**config.mk**
```make
export PLATFORM = sky130hd
export DESIGN_NAME = snail_bit_serializer_flat
export DESIGN_NICKNAME = d
export VERILOG_FILES = /design/src/rtl/snail_bit_serializer_if.sv /design/src/rtl/snail_bit_serializer.sv /design/src/flat_wrapper.sv
export SDC_FILE = /design/constraint.sdc
export NUM_CORES = 1
export LEC_CHECK = 0
export BUFFER_PORTS_ARGS = -buffer_cell sky130_fd_sc_hd__buf_2
export CORE_MARGIN = 3
export CORE_UTILIZATION = 54
export CTS_BUF_LIST = sky130_fd_sc_hd__clkbuf_4 sky130_fd_sc_hd__clkbuf_8
export CTS_CLUSTER_DIAMETER = 60
export DETAILED_ROUTE_END_ITERATION = 8
export PLACE_DENSITY = 0.86
export SLEW_MARGIN = 20
export SYNTH_ARGS = -nofsm -noshare
export SYNTH_HDL_FRONTEND = slang
export SYNTH_SLANG_ARGS = --single-unit
```
**constraint.sdc**
```tcl
create_clock -name clk -period 3.4 [get_ports clk]
set_input_delay 0.34 -clock clk [delete_from_list [all_inputs] [get_ports clk]]
set_output_delay 0.34 -clock clk [all_outputs]
set_load 0.01 [all_outputs]
```
**src/rtl/snail_bit_serializer_if.sv**
```systemverilog
// Word-input handshake of the snail bit serializer: the producer offers a
// right-aligned word plus its bit count, the serializer answers with ready.
interface snail_bit_serializer_if #(
   parameter int WIDTH = 24,
   parameter int LEN_W = $clog2(WIDTH + 1)
) ();
   logic             in_valid;
   logic             in_ready;
   logic [WIDTH-1:0] in_data;
   logic [LEN_W-1:0] in_len;

   modport master (
      output in_valid,
      output in_data,
      output in_len,
      input  in_ready
   );

   modport slave (
      input  in_valid,
      input  in_data,
      input  in_len,
      output in_ready
   );
endinterface

```
**src/rtl/snail_bit_serializer.sv**
```systemverilog
// MSB-first parallel-to-serial feeder for the snail recognizer's A input,
// with a one-word holding buffer so consecutive words stream without a gap.
module snail_bit_serializer #(
   parameter int WIDTH = 24,
   parameter int LEN_W = $clog2(WIDTH + 1)
) (
   input  logic                  clk,
   input  logic                  rst,
   snail_bit_serializer_if.slave in_if,
   input  logic                  en,
   output logic                  A,
   output logic                  A_valid,
   output logic                  last,
   output logic                  busy,
   output logic [LEN_W-1:0]      bit_idx
);

   typedef enum logic {
      S_IDLE,
      S_SHIFT
   } state_e;

   typedef logic [WIDTH-1:0] word_t;
   typedef logic [LEN_W-1:0] len_t;

   state_e state_q, state_d;
   word_t  data_q, data_d;
   len_t   idx_q, idx_d;
   logic   a_q, a_d;
   logic   pend_valid_q, pend_valid_d;
   word_t  pend_data_q, pend_data_d;
   len_t   pend_len_q, pend_len_d;

   logic   accept;
   logic   stream_end;
   logic   load_en;
   word_t  load_data;
   len_t   load_len;
   len_t   in_len_eff;

   function automatic logic bit_at(input word_t w, input len_t i);
      word_t s;
      s = w >> i;
      return s[0];
   endfunction

   // A length of zero or anything beyond WIDTH means a full-width word.
   assign in_len_eff = (in_if.in_len == '0 || in_if.in_len > len_t'(WIDTH))
                     ? len_t'(WIDTH) : in_if.in_len;

   assign in_if.in_ready = !rst && !pend_valid_q;
   assign accept         = in_if.in_valid && in_if.in_ready;
   assign last           = (state_q == S_SHIFT) && (idx_q == '0);
   assign stream_end     = last && en;

   assign A       = a_q;
   assign A_valid = (state_q == S_SHIFT);
   assign bit_idx = idx_q;
   assign busy    = (state_q == S_SHIFT) || pend_valid_q;

   // Pick what, if anything, enters the shift register on this edge.
   always_comb begin
      load_en   = 1'b0;
      load_data = in_if.in_data;
      load_len  = in_len_eff;
      if (state_q == S_IDLE) begin
         load_en = accept;
      end else if (stream_end) begin
         if (pend_valid_q) begin
            load_en   = 1'b1;
            load_data = pend_data_q;
            load_len  = pend_len_q;
         end else begin
            load_en = accept;
         end
      end
   end

   // NOTE: every signal driven here gets a default first, so no path leaves
   // one unassigned and no latch is inferred.
   always_comb begin
      state_d      = state_q;
      data_d       = data_q;
      idx_d        = idx_q;
      a_d          = a_q;
      pend_valid_d = pend_valid_q;
      pend_data_d  = pend_data_q;
      pend_len_d   = pend_len_q;

      if (load_en) begin
         state_d = S_SHIFT;
         data_d  = load_data;
         idx_d   = load_len - len_t'(1);
         a_d     = bit_at(load_data, load_len - len_t'(1));
      end else if (stream_end) begin
         state_d = S_IDLE;
         idx_d   = '0;
         a_d     = 1'b0;
      end else if (state_q == S_SHIFT && en) begin
         idx_d = idx_q - len_t'(1);
         a_d   = bit_at(data_q, idx_q - len_t'(1));
      end

      // The buffer drains on a word boundary and fills with any accepted
      // word that could not go straight into the shift register.
      if (stream_end && pend_valid_q) begin
         pend_valid_d = 1'b0;
      end
      if (accept && !load_en) begin
         pend_valid_d = 1'b1;
         pend_data_d  = in_if.in_data;
         pend_len_d   = in_len_eff;
      end
   end

   // NOTE: sequential state uses non-blocking assignments so every flop
   // samples its _d value from before this edge.
   always_ff @(posedge clk) begin
      if (rst) begin
         state_q      <= S_IDLE;
         idx_q        <= '0;
         a_q          <= 1'b0;
         pend_valid_q <= 1'b0;
      end else begin
         state_q      <= state_d;
         idx_q        <= idx_d;
         a_q          <= a_d;
         pend_valid_q <= pend_valid_d;
      end
   end

   // NOTE: payload registers are only read while state/pend_valid mark them
   // live, so they carry no reset.
   always_ff @(posedge clk) begin
      data_q      <= data_d;
      pend_data_q <= pend_data_d;
      pend_len_q  <= pend_len_d;
   end

   a_last_needs_valid: assert property (@(posedge clk) disable iff (rst)
      last |-> A_valid);
   a_idle_is_quiet: assert property (@(posedge clk) disable iff (rst)
      !A_valid |-> (!A && bit_idx == '0));

endmodule

```
**src/flat_wrapper.sv**
```systemverilog
// flat-port wrapper written by rule: the top's interface ports become plain ports
module snail_bit_serializer_flat 
#(
   parameter int WIDTH = 24,
   parameter int LEN_W = $clog2(WIDTH + 1)
)
  (clk, rst, en, A, A_valid, last, busy, bit_idx, in_if_in_valid, in_if_in_data, in_if_in_len, in_if_in_ready);
  snail_bit_serializer_if #(.WIDTH(WIDTH), .LEN_W(LEN_W)) in_if_i ();
  input  logic clk;
  input  logic rst;
  input  logic en;
  output logic A;
  output logic A_valid;
  output logic last;
  output logic busy;
  output logic [LEN_W-1:0] bit_idx;
  input wire logic [$bits(in_if_i.in_valid)-1:0] in_if_in_valid;
  input wire logic [$bits(in_if_i.in_data)-1:0] in_if_in_data;
  input wire logic [$bits(in_if_i.in_len)-1:0] in_if_in_len;
  output wire logic [$bits(in_if_i.in_ready)-1:0] in_if_in_ready;
  assign in_if_i.in_valid = in_if_in_valid;
  assign in_if_i.in_data = in_if_in_data;
  assign in_if_i.in_len = in_if_in_len;
  assign in_if_in_ready = in_if_i.in_ready;
  snail_bit_serializer #(.WIDTH(WIDTH), .LEN_W(LEN_W)) u_core (.clk(clk), .rst(rst), .in_if(in_if_i), .en(en), .A(A), .A_valid(A_valid), .last(last), .busy(busy), .bit_idx(bit_idx));
endmodule
```
==> results.json <==
{
  "status": "finished clean",
  "multiInputGateArea_sq_um": 1490,
  "grt-busiest-layer": "met2",
  "wl_per_cell_um": 18.6,
  "synth-seq-cells": 61,
  "ys_seq_area_share_pct": 52.3,
  "period_needed_ns": 3.29,
  "use_met2_pct": 33.9,
  "path_cells": "inv_2 -> ha_4 -> or4b_4 -> nor2_8 -> mux2i_2 -> ha_2 -> buf_4 -> or2b_2 -> o211ai_4 -> buf_4 -> a211oi_2 -> a211oi_1 -> o21a_1 -> o31ai_1",
  "cts_max_level": 3,
  "finalHoldViolations": 0,
  "die-area_sq_um": 7190,
  "period_share_pct": 96.8,
  "grt.met3_usage_pct": 4.51,
  "setup_violations": 0,
  "grt-ovfl-total": 0,
  "grt_max_degree": 49,
  "hpwl_um": 4930,
  "grt_pass1_vias": 2324,
  "slew_viol_final": 0,
  "required_ns": 3.64,
  "syn_inst": 250,
  "antenna_found_initial": 0,
  "fin_area_sq_um": 3840,
  "drive_gt1_share_pct": 38.9,
  "path_class": "reg2reg",
  "track_usage_pct": 20.9,
  "cp_num_buf_inv": 3,
  "drt_pass1_iterations": 4,
  "worst_clock_skew_ns": 0.00861,
  "critPathLaunchType": "flip-flop",
  "leakage_nw": 1.39,
  "cts_tree": "done",
  "cts_buffers": 9,
  "crit_slowest_cell": "or4b_4",
  "pin_count": 43,
  "synth_top_cell_by_area": "edfxtp_1",
  "cts_buffer_depth": 2,
  "drt_iter0_drc": 183,
  "root_buffer": "clkbuf_8",
  "final_nets": 337,
  "ys.flop_type": "edfxtp_1",
  "diodes": 0,
  "io_buffers": 42,
  "grtUsageMet1_pct": 26.9,
  "vias_per_cell": 6.03,
  "synth_cell_types": 52,
  "synth.most_common_cell": "edfxtp_1",
  "clkLatencyLatePin_ns": 0.34,
  "yosys_warnings": 0,
  "place_area_sq_um": 3630,
  "synth_top_area_share_pct": 47.5,
  "max_cap_viol_count": 0,
  "drc": 0,
  "ff_latch_area_sq_um": 1750,
  "synthTopCellsByArea": "edfxtp_1 47%, mux2_2 8.1%, mux2i_1 5.4%, mux4_2 5.4%, dfxtp_1 4.8%",
  "setup_tns_ns": 0,
  "start_util_pct": 56.3,
  "via_count": 2297,
  "globalplace.congestion": 0.927,
  "clock-sinks": 61,
  "synthTopCellsByCount": "53 x edfxtp_1, 24 x mux2_2, 18 x mux2i_1",
  "ant_nets": 0,
  "fmaxAchievable_ghz": 0.304,
  "crit_top_cell": "buf_4",
  "synth-edff-count": 53,
  "grt_pass1_wl_um": 11600,
  "drt-total-wl_um": 7100,
  "die_h_um": 84.8,
  "hp-class": "in2reg",
  "synthArstFlopShare_pct": 0,
  "design.core.area_sq_um": 5960,
  "total_power_mw": 1.84,
  "die_w_um": 84.8,
  "avgSynthCellArea_sq_um": 13.4,
  "worst_slew_pin_slew_ns": 0.779,
  "cp_max_fo": 8,
  "arrival_ns": 3.53,
  "slew_headroom_pct": 47.6,
  "rows": 28,
  "slowest_delay_ns": 0.52,
  "synth_fp_nets": 286,
  "cp_top_family": "simple AND/OR/NAND/NOR gates",
  "syn_to_final_growth_pct": 14.6,
  "end_kind": "flip-flop",
  "vdd_drop_max_v": 0.000318,
  "synth_area_sq_um": 3350,
  "fillers": 468,
  "p_per_area_nw_per_um2": 480,
  "path_clk_slew_ns": 0.07
}
==> layer usage <==
layer / part of all wire [%] / routed length, um
met2: 51 / 3600
met1: 41 / 2930
met3: 6.3 / 444
met5: 0 / 0
met4: 1.9 / 136
==> cells by family (layout without fill, tap and decap cells) <==
logic type      Yosys count  in the layout  synth area share (%)
buf+inv                  19             75                  4.26
compound gates           56             56                  12.4
simple gates             56             56                  9.82
fa+ha+maj                 3              3                  1.12
mux                      50             50                  18.8
flops                    61             61                  52.3
xor+xnor                  5              5                  1.31
==> where the power goes <==
group / total (mW) / internal (mW) / leakage, nW / switching, mW
clock network: 0.620 / 0.338 / 0.0922 / 0.282
logic: 0.348 / 0.161 / 0.747 / 0.187
registers: 0.875 / 0.858 / 0.553 / 0.0172
total: 1.84 / 1.36 / 1.39 / 0.487
==> repair_timing <==
item | CTS | global route
setup endpoints to repair | 0 | 1
resized for setup | 0 | 3
buffers inserted | 0 | 2
hold buffers | 0 | 0
==> layout make-up <==
class	count	share of cell area, %
Sequential cell	61	45.6
Tap cell	75	2.44
Timing Repair Buffer	54	7.82
Clock inverter	6	1.40
Multi-Input combinational cell	170	38.8
Inverter	5	0.489
Clock buffer	10	3.42
==> placed cells by master, fill, tap and decap left out, types with 2 or more instances in the layout <==
cell / n
a211oi_1: 15
a211oi_2: 3
a21boi_0: 3
a21oi_1: 12
a221oi_1: 3
a31oi_1: 3
and2b_2: 2
buf_2: 42
buf_4: 12
clkbuf_8: 9
clkinv_1: 3
dfxtp_1: 7
edfxtp_1: 53
inv_1: 3
inv_2: 2
mux2_2: 24
mux2i_1: 17
mux4_2: 8
nand2_1: 5
nand3_1: 4
nor2_1: 16
nor2b_1: 10
nor3_1: 3
nor3b_1: 2
o21a_1: 2
o21ai_0: 4
o21bai_1: 2
xnor2_1: 2
xor2_1: 3
==> stage by stage <==
step	cells	util, %	hold slack, ns	setup slack [ns]
floorplan	250	-	0.439	0.0159
global placement	363	60.9	0.529	0.273
detailed placement	363	60.9	0.547	0.0581
CTS	379	64.0	0.193	0.0576
global route	381	64.5	0.180	-0.0172
finish	381	64.5	0.200	0.109
==> final timing paths <==
path                                             from                     end  slack (ns)  cells after the start
worst max-delay path                u_core.bit_idx[1]                u_core.A        0.11                     14
worst min-delay path                in_if_in_data[17]  u_core.pend_data_q[17]        0.20                      1
worst max register to register      u_core.bit_idx[1]                u_core.A        0.11                     14
worst min register to register  u_core.pend_data_q[2]        u_core.data_q[2]        0.59                      1
==> state kept, by name, summed over array words and instances, names as in the netlist <==
name                 flops
u_core.data_q           24
u_core.A                 1
u_core.A_valid           1
u_core.pend_valid_q      1
u_core.bit_idx           5
u_core.pend_len_q        5
u_core.pend_data_q      24
No activity file was read; power rests on OpenSTA's default activity.
